[config.mk]
export PLATFORM = sky130hd
export DESIGN_NAME = uart_rx_os
export DESIGN_NICKNAME = d
export VERILOG_FILES = /design/src/rtl/uart_pkg.sv /design/src/rtl/uart_baud_tick.sv /design/src/rtl/uart_rx_os.sv
export SDC_FILE = /design/constraint.sdc
export NUM_CORES = 1
export LEC_CHECK = 0
export BUFFER_PORTS_ARGS = -buffer_cell sky130_fd_sc_hd__buf_2
export CORE_UTILIZATION = 40
export DETAILED_ROUTE_END_ITERATION = 12
export HOLD_SLACK_MARGIN = 0.03
export PLACE_DENSITY_LB_ADDON = 0.3
export SYNTH_ARGS = -nofsm -noshare
export SYNTH_HDL_FRONTEND = slang
export SYNTH_SLANG_ARGS = --single-unit
[constraint.sdc]
create_clock -name i_clk -period 1.95 [get_ports i_clk]
set_input_delay 0.2925 -clock i_clk [delete_from_list [all_inputs] [get_ports i_clk]]
set_output_delay 0.2925 -clock i_clk [all_outputs]
set_load 0.02 [all_outputs]
[src/rtl/uart_pkg.sv]
// Shared UART definitions: parity encodings, receiver state encoding and the
// bit-vote helper used by the oversampling receiver (and the future transmitter).
package uart_pkg;

   localparam int PARITY_NONE = 0;
   localparam int PARITY_ODD  = 1;
   localparam int PARITY_EVEN = 2;

   typedef enum logic [2:0] {
      ST_IDLE   = 3'd0,
      ST_START  = 3'd1,
      ST_DATA   = 3'd2,
      ST_PARITY = 3'd3,
      ST_STOP   = 3'd4,
      ST_BREAK  = 3'd5
   } uart_state_e;

   function automatic logic maj3(input logic a, input logic b, input logic c);
      return (a & b) | (a & c) | (b & c);
   endfunction

endpackage

[src/rtl/uart_baud_tick.sv]
// Oversampling tick generator: one-cycle enable every DIV+1 clocks while i_en is
// high; counter held at zero otherwise so the first tick lands on enable.
module uart_baud_tick #(
   parameter int INPUT_CLOCK = 27000000,
   parameter int BAUD_RATE   = 9600,
   parameter int OVERSAMPLE  = 16
) (
   input  logic i_clk,
   input  logic i_rst_n,
   input  logic i_en,
   output logic o_tick
);

   localparam int TICK_HZ = BAUD_RATE * OVERSAMPLE;
   localparam int DIV     = (INPUT_CLOCK + TICK_HZ / 2) / TICK_HZ - 1;
   localparam int CW      = (DIV > 0) ? $clog2(DIV + 1) : 1;
   localparam logic [CW-1:0] DIV_C = CW'(DIV);

   logic [CW-1:0] cnt_q, cnt_d;

   always_comb begin
      cnt_d  = cnt_q;
      o_tick = 1'b0;
      if (!i_en) begin
         cnt_d = '0;
      end else if (cnt_q == '0) begin
         o_tick = 1'b1;
         cnt_d  = DIV_C;
      end else if (cnt_q > DIV_C) begin
         cnt_d = DIV_C;
      end else begin
         cnt_d = cnt_q - 1'b1;
      end
   end

   always_ff @(posedge i_clk or negedge i_rst_n) begin
      if (!i_rst_n) cnt_q <= '0;
      else          cnt_q <= cnt_d;
   end

endmodule

[src/rtl/uart_rx_os.sv]
// Oversampling UART receiver with 3-sample majority vote at mid-bit,
// configurable data/parity/stop bits, parity/framing error flags and break handling.
//
//   state     | meaning
//   ----------+---------------------------------------------------------
//   ST_IDLE   | line idle, tick divider held; falling edge starts a frame
//   ST_START  | validate start bit at mid-bit; high vote = false start
//   ST_DATA   | shift DATA_BITS voted bits in, LSB first
//   ST_PARITY | compare voted parity bit against data parity
//   ST_STOP   | vote stop bit(s); last one issues the strobe
//   ST_BREAK  | line still low after the frame; wait for it to rise
module uart_rx_os
   import uart_pkg::*;
#(
   parameter int INPUT_CLOCK = 27000000,
   parameter int BAUD_RATE   = 9600,
   parameter int OVERSAMPLE  = 16,
   parameter int DATA_BITS   = 8,
   parameter int PARITY      = 0,
   parameter int STOP_BITS   = 1
) (
   input  logic                 i_clk,
   input  logic                 i_rst_n,
   input  logic                 i_RX,
   output logic [DATA_BITS-1:0] o_RX_Data,
   output logic                 o_RX_DataValid,
   output logic                 o_ParityErr,
   output logic                 o_FrameErr,
   output logic                 o_Busy
);

   localparam int M  = OVERSAMPLE / 2;
   localparam int OW = $clog2(OVERSAMPLE);

   uart_state_e          state_q, state_d;
   logic                 sync1_q, sync2_q;
   logic [OW-1:0]        os_q, os_d;
   logic [3:0]           bit_q, bit_d;
   logic [1:0]           samp_q, samp_d;
   logic [DATA_BITS-1:0] shift_q, shift_d;
   logic [DATA_BITS-1:0] data_q, data_d;
   logic                 perr_q, perr_d, ferr_q, ferr_d;
   logic                 valid_q, valid_d, perr_o_q, perr_o_d, ferr_o_q, ferr_o_d;
   logic                 tick, tick_en, rx_s, vote, decide, bit_end, par_exp;

   assign rx_s    = sync2_q;
   assign tick_en = (state_q == ST_START) || (state_q == ST_DATA) ||
                    (state_q == ST_PARITY) || (state_q == ST_STOP);

   uart_baud_tick #(
      .INPUT_CLOCK (INPUT_CLOCK),
      .BAUD_RATE   (BAUD_RATE),
      .OVERSAMPLE  (OVERSAMPLE)
   ) u_tick (
      .i_clk   (i_clk),
      .i_rst_n (i_rst_n),
      .i_en    (tick_en),
      .o_tick  (tick)
   );

   always_comb begin
      state_d  = state_q;
      os_d     = os_q;
      bit_d    = bit_q;
      samp_d   = samp_q;
      shift_d  = shift_q;
      data_d   = data_q;
      perr_d   = perr_q;
      ferr_d   = ferr_q;
      valid_d  = 1'b0;
      perr_o_d = 1'b0;
      ferr_o_d = 1'b0;
      vote     = maj3(samp_q[0], samp_q[1], rx_s);
      decide   = tick && (os_q == OW'(M + 1));
      bit_end  = tick && (os_q == OW'(OVERSAMPLE - 1));
      par_exp  = (^shift_q) ^ (PARITY == PARITY_ODD);

      // Tick index and the two early samples; the third sample is rx_s at decide.
      if (tick && tick_en) begin
         os_d = (os_q >= OW'(OVERSAMPLE - 1)) ? '0 : os_q + 1'b1;
         if (os_q == OW'(M - 1)) samp_d[0] = rx_s;
         if (os_q == OW'(M))     samp_d[1] = rx_s;
      end

      case (state_q)
         ST_IDLE: begin
            os_d  = '0;
            bit_d = '0;
            if (!rx_s) begin
               state_d = ST_START;
               perr_d  = 1'b0;
               ferr_d  = 1'b0;
            end
         end
         ST_START: begin
            if (decide && vote) begin
               state_d = ST_IDLE;
            end else if (bit_end) begin
               state_d = ST_DATA;
               bit_d   = '0;
            end
         end
         ST_DATA: begin
            if (decide) shift_d = {vote, shift_q[DATA_BITS-1:1]};
            if (bit_end) begin
               if (bit_q == 4'(DATA_BITS - 1)) begin
                  bit_d   = '0;
                  state_d = (PARITY != PARITY_NONE) ? ST_PARITY : ST_STOP;
               end else begin
                  bit_d = bit_q + 1'b1;
               end
            end
         end
         ST_PARITY: begin
            if (decide && (vote != par_exp)) perr_d = 1'b1;
            if (bit_end) begin
               state_d = ST_STOP;
               bit_d   = '0;
            end
         end
         ST_STOP: begin
            if (decide) begin
               if (bit_q >= 4'(STOP_BITS - 1)) begin
                  data_d   = shift_q;
                  valid_d  = 1'b1;
                  perr_o_d = perr_q;
                  ferr_o_d = ferr_q | ~vote;
                  state_d  = rx_s ? ST_IDLE : ST_BREAK;
               end else if (!vote) begin
                  ferr_d = 1'b1;
               end
            end
            if (bit_end) bit_d = bit_q + 1'b1;
         end
         ST_BREAK: begin
            if (rx_s) state_d = ST_IDLE;
         end
         default: state_d = ST_IDLE;
      endcase
   end

   always_ff @(posedge i_clk or negedge i_rst_n) begin
      if (!i_rst_n) begin
         state_q  <= ST_IDLE;
         sync1_q  <= 1'b1;
         sync2_q  <= 1'b1;
         os_q     <= '0;
         bit_q    <= '0;
         samp_q   <= '0;
         shift_q  <= '0;
         data_q   <= '0;
         perr_q   <= 1'b0;
         ferr_q   <= 1'b0;
         valid_q  <= 1'b0;
         perr_o_q <= 1'b0;
         ferr_o_q <= 1'b0;
      end else begin
         state_q  <= state_d;
         sync1_q  <= i_RX;
         sync2_q  <= sync1_q;
         os_q     <= os_d;
         bit_q    <= bit_d;
         samp_q   <= samp_d;
         shift_q  <= shift_d;
         data_q   <= data_d;
         perr_q   <= perr_d;
         ferr_q   <= ferr_d;
         valid_q  <= valid_d;
         perr_o_q <= perr_o_d;
         ferr_o_q <= ferr_o_d;
      end
   end

   assign o_RX_Data      = data_q;
   assign o_RX_DataValid = valid_q;
   assign o_ParityErr    = perr_o_q;
   assign o_FrameErr     = ferr_o_q;
   assign o_Busy         = (state_q != ST_IDLE);

endmodule

==> flow_metrics.py <==
metrics = {
    "run_status": {
        "status": "finished, violations left",
        "failed_checks": "negative setup slack",
    },
    "place": {
        "gp_congestion": 0.7380,
        "dp.cells": 292,
        "io_buffers": 14,
        "dpl.hpwl_mm": 2.727,
    },
    "grt": {
        "antenna_found_initial": 0,
        "grt_max_degree": 44,
        "grt_util_all_layers_pct": 15.85,
        "grt_pass1_vias": 1401,
        "grt_pass1_wl_mm": 6.520,
        "grt_overflow_total": 0,
    },
    "final_layout": {
        "nets": 242,
        "final_util_pct": 51.57,
        "syn_to_final_growth_pct": 24.41,
        "finalNonFillerCells": 304,
        "antenna_cells": 0,
        "final_layout_size_suffix_gt1_share_pct": 36.32,
        "fillCellCount": 478,
    },
    "detailed_routing": {
        "finalWirelength_mm": 3.893,
        "first_pass_iters": 4,
        "vias": 1504,
        "drt-initial-drc-count": 86,
        "drtAntennaViolNets": 0,
        "drcViolationCount": 0,
        "wire_per_inst_um": 12.81,
        "via_per_inst": 4.947,
    },
    "sta": {
        "fin_ws_ps": -88.26,
        "finalCriticalPeriod_ps": 2038,
        "hold_viol": 0,
        "fin_setup_tns_ps": -96.22,
        "holdWs_ps": 48.92,
        "rsz0062_at_grt": "true",
        "tightest_slew_ps": 550.4,
        "fin_skew_ps": 5.812,
        "slew_headroom_pct": 63.31,
        "setup_viol": 3,
        "fmax_ghz": 0.4906,
        "fin_crit_sh_pct": 104.5,
        "report.final.slew_viol_count": 0,
    },
    "synth": {
        "syn_area_per_cell_um2": 11.20,
        "syn-num-nets": 198,
        "synth-main-ff-cell": "dfrtp_1",
        "synth-seq-cells": 43,
        "ys_types": 44,
        "syn_area_um2": 2117,
        "ys_seq_area_share_pct": 50.95,
        "async_reset_ff_share_pct": 100.0,
        "syn_inst": 189,
        "ys_warn_count": 0,
        "synth-edff-count": 0,
    },
    "worst_setup_path": {
        "end_kind": "flip-flop",
        "critPathRequiredTime_ps": 2140,
        "critPathLaunchType": "flip-flop",
        "cp_data_arrival_time_ps": 2220,
        "setup.worst_path.class": "reg -> reg",
        "crit_fanout": 4,
    },
    "die": {
        "core-area_um2": 5107,
        "rows": 26,
        "io_pins": 15,
        "dieHeight_um": 74.75,
        "initial_core_util_pct": 41.45,
        "die_x_um": 74.75,
        "design.die.area_um2": 5588,
    },
    "pwr": {
        "p_leak_nw": 1.286,
        "powerDensity_nw_per_um2": 655.8,
        "irDropWorstVdd_mv": 0.6500,
    },
    "job": {
        "maxCapViolations": 0,
    },
    "clock_tree": {
        "cts_buffers": 5,
        "clk-insertion-delay-late_ps": 300,
        "ctsHoldBuffers": 0,
        "cts_tree": "built",
        "cts.sinks": 43,
        "clk_pin_slew_ps": 80,
        "htreeDepth": 2,
        "cts.path.max_buffers": 2,
        "clock-root-buffer": "clkbuf_8",
    },
    "worst_hold_path": {
        "hold_class": "in -> async",
    },
}
## metrics by stage
step	power, mW	worst slack [ps]	instance area (um^2)
6_report	1.727	-88.26	2634
2_1_floorplan	0.9146	41.35	2122
5_1_grt	1.790	-156.7	2634
3_3_place_gp	0.9384	-48.81	2435
3_5_place_dp	0.9386	-42.16	2435
4_1_cts	1.753	10.27	2577
## layout by cell type (no fill, tap or decap), types with 3 or more instances in the layout
cell type,n
dfrtp_1,40
inv_1,5
nand2_1,13
ha_1,6
nand2b_1,5
buf_2,14
buf_4,25
xor2_1,3
o21ai_0,7
a21oi_1,9
nand3_1,7
nor2_1,12
xnor2_1,12
mux2_2,20
clkbuf_8,5
## where the power goes
part           switching [mW]  internal (mW)  total [mW]
Clock                   0.296          0.512       0.808
Combinational          0.0190        0.00456      0.0236
Sequential            0.00105          0.895       0.896
Total                   0.316           1.41        1.73
## repair_timing
| action | in CTS | in global routing |
|---|---|---|
| setup buffers | 1 | 3 |
| pin swaps | 2 | 6 |
| setup endpoints to repair | 9 | 18 |
| gates resized for setup | 1 | 11 |
## final timing paths
kind                                       from              end  slack (ps)  depth (start not counted)
min in group i_clk                         i_RX          sync1_q          90                          1
max in group asynchronous               i_rst_n  u_tick.cnt_q[6]        1470                          2
worst min-delay path                    i_rst_n      o_ParityErr          50                          2
worst max-delay path            u_tick.cnt_q[0]       state_q[2]         -90                          7
worst max register to register  u_tick.cnt_q[0]       state_q[2]         -90                          7
worst min register to register          sync1_q             rx_s         360                          0
## critical path, stage by stage (launching register included)
cell and delay [ps]:
dfrtp_1 390, inv_2 60, ha_1 140, nor3b_4 200
nand4_1 240, nor4b_1 430, o21ai_1 160, mux2_2 300
## layout make-up
| cell class | count | area, um^2 | share of cell area (%) |
|---|---|---|---|
| clock inverters | 2 | 60.06 | 2.280 |
| flip-flops and latches | 43 | 1080 | 41.00 |
| inverters | 8 | 30.03 | 1.140 |
| clock buffers | 6 | 72.57 | 2.755 |
| multi-input cells | 134 | 1023 | 38.86 |
| repair buffers | 41 | 280.3 | 10.64 |
| well taps | 70 | 87.58 | 3.325 |
## per-layer routing
| layer | routed length [um] | vias up | GRT usage, % |
|---|---|---|---|
| li1 | - | 757 | - |
| met1 | 1920 | 724 | 21.80 |
| met2 | 1815 | 16 | 23.72 |
| met3 | 88 | 7 | 4.418 |
| met4 | 68 | 0 | 6.289 |
| met5 | 0 | - | 0 |
## state kept, by name, summed over array words and instances (netlist names)
| name | count |
|---|---|
| samp_q | 2 |
| o_RX_Data | 8 |
| bit_q | 4 |
| os_q | 4 |
| o_RX_DataValid | 1 |
| o_FrameErr | 1 |
| sync1_q | 1 |
| o_ParityErr | 1 |
| state_q | 3 |
| shift_q | 8 |
| perr_q | 1 |
| rx_s | 1 |
| u_tick.cnt_q | 8 |
## cell families (layout without fill, tap and decap cells)
| family | Yosys count | after routing | synth area share [%] |
|---|---|---|---|
| flops | 43 | 43 | 50.95 |
| xor+xnor | 15 | 15 | 6.206 |
| fa+ha+maj | 7 | 7 | 4.019 |
| compound gates | 29 | 29 | 8.511 |
| buf+inv | 12 | 57 | 2.246 |
| simple gates | 62 | 62 | 16.96 |
| mux | 21 | 21 | 11.11 |
## synthesized netlist by cell type (3+ instances only)
| library cell | n | share of area (%) |
|---|---|---|
| a21oi_1 | 10 | 2.4 |
| dfrtp_1 | 41 | 48 |
| ha_1 | 6 | 3.5 |
| inv_1 | 7 | 1.2 |
| mux2_2 | 20 | 11 |
| nand2_1 | 13 | 2.3 |
| nand2b_1 | 5 | 1.5 |
| nand3_1 | 7 | 1.7 |
| nor2_1 | 12 | 2.1 |
| nor3_1 | 3 | 0.71 |
| o21ai_0 | 8 | 1.9 |
| xnor2_1 | 12 | 5.0 |
| xor2_1 | 3 | 1.2 |
Power figures use the tool's default switching activity.
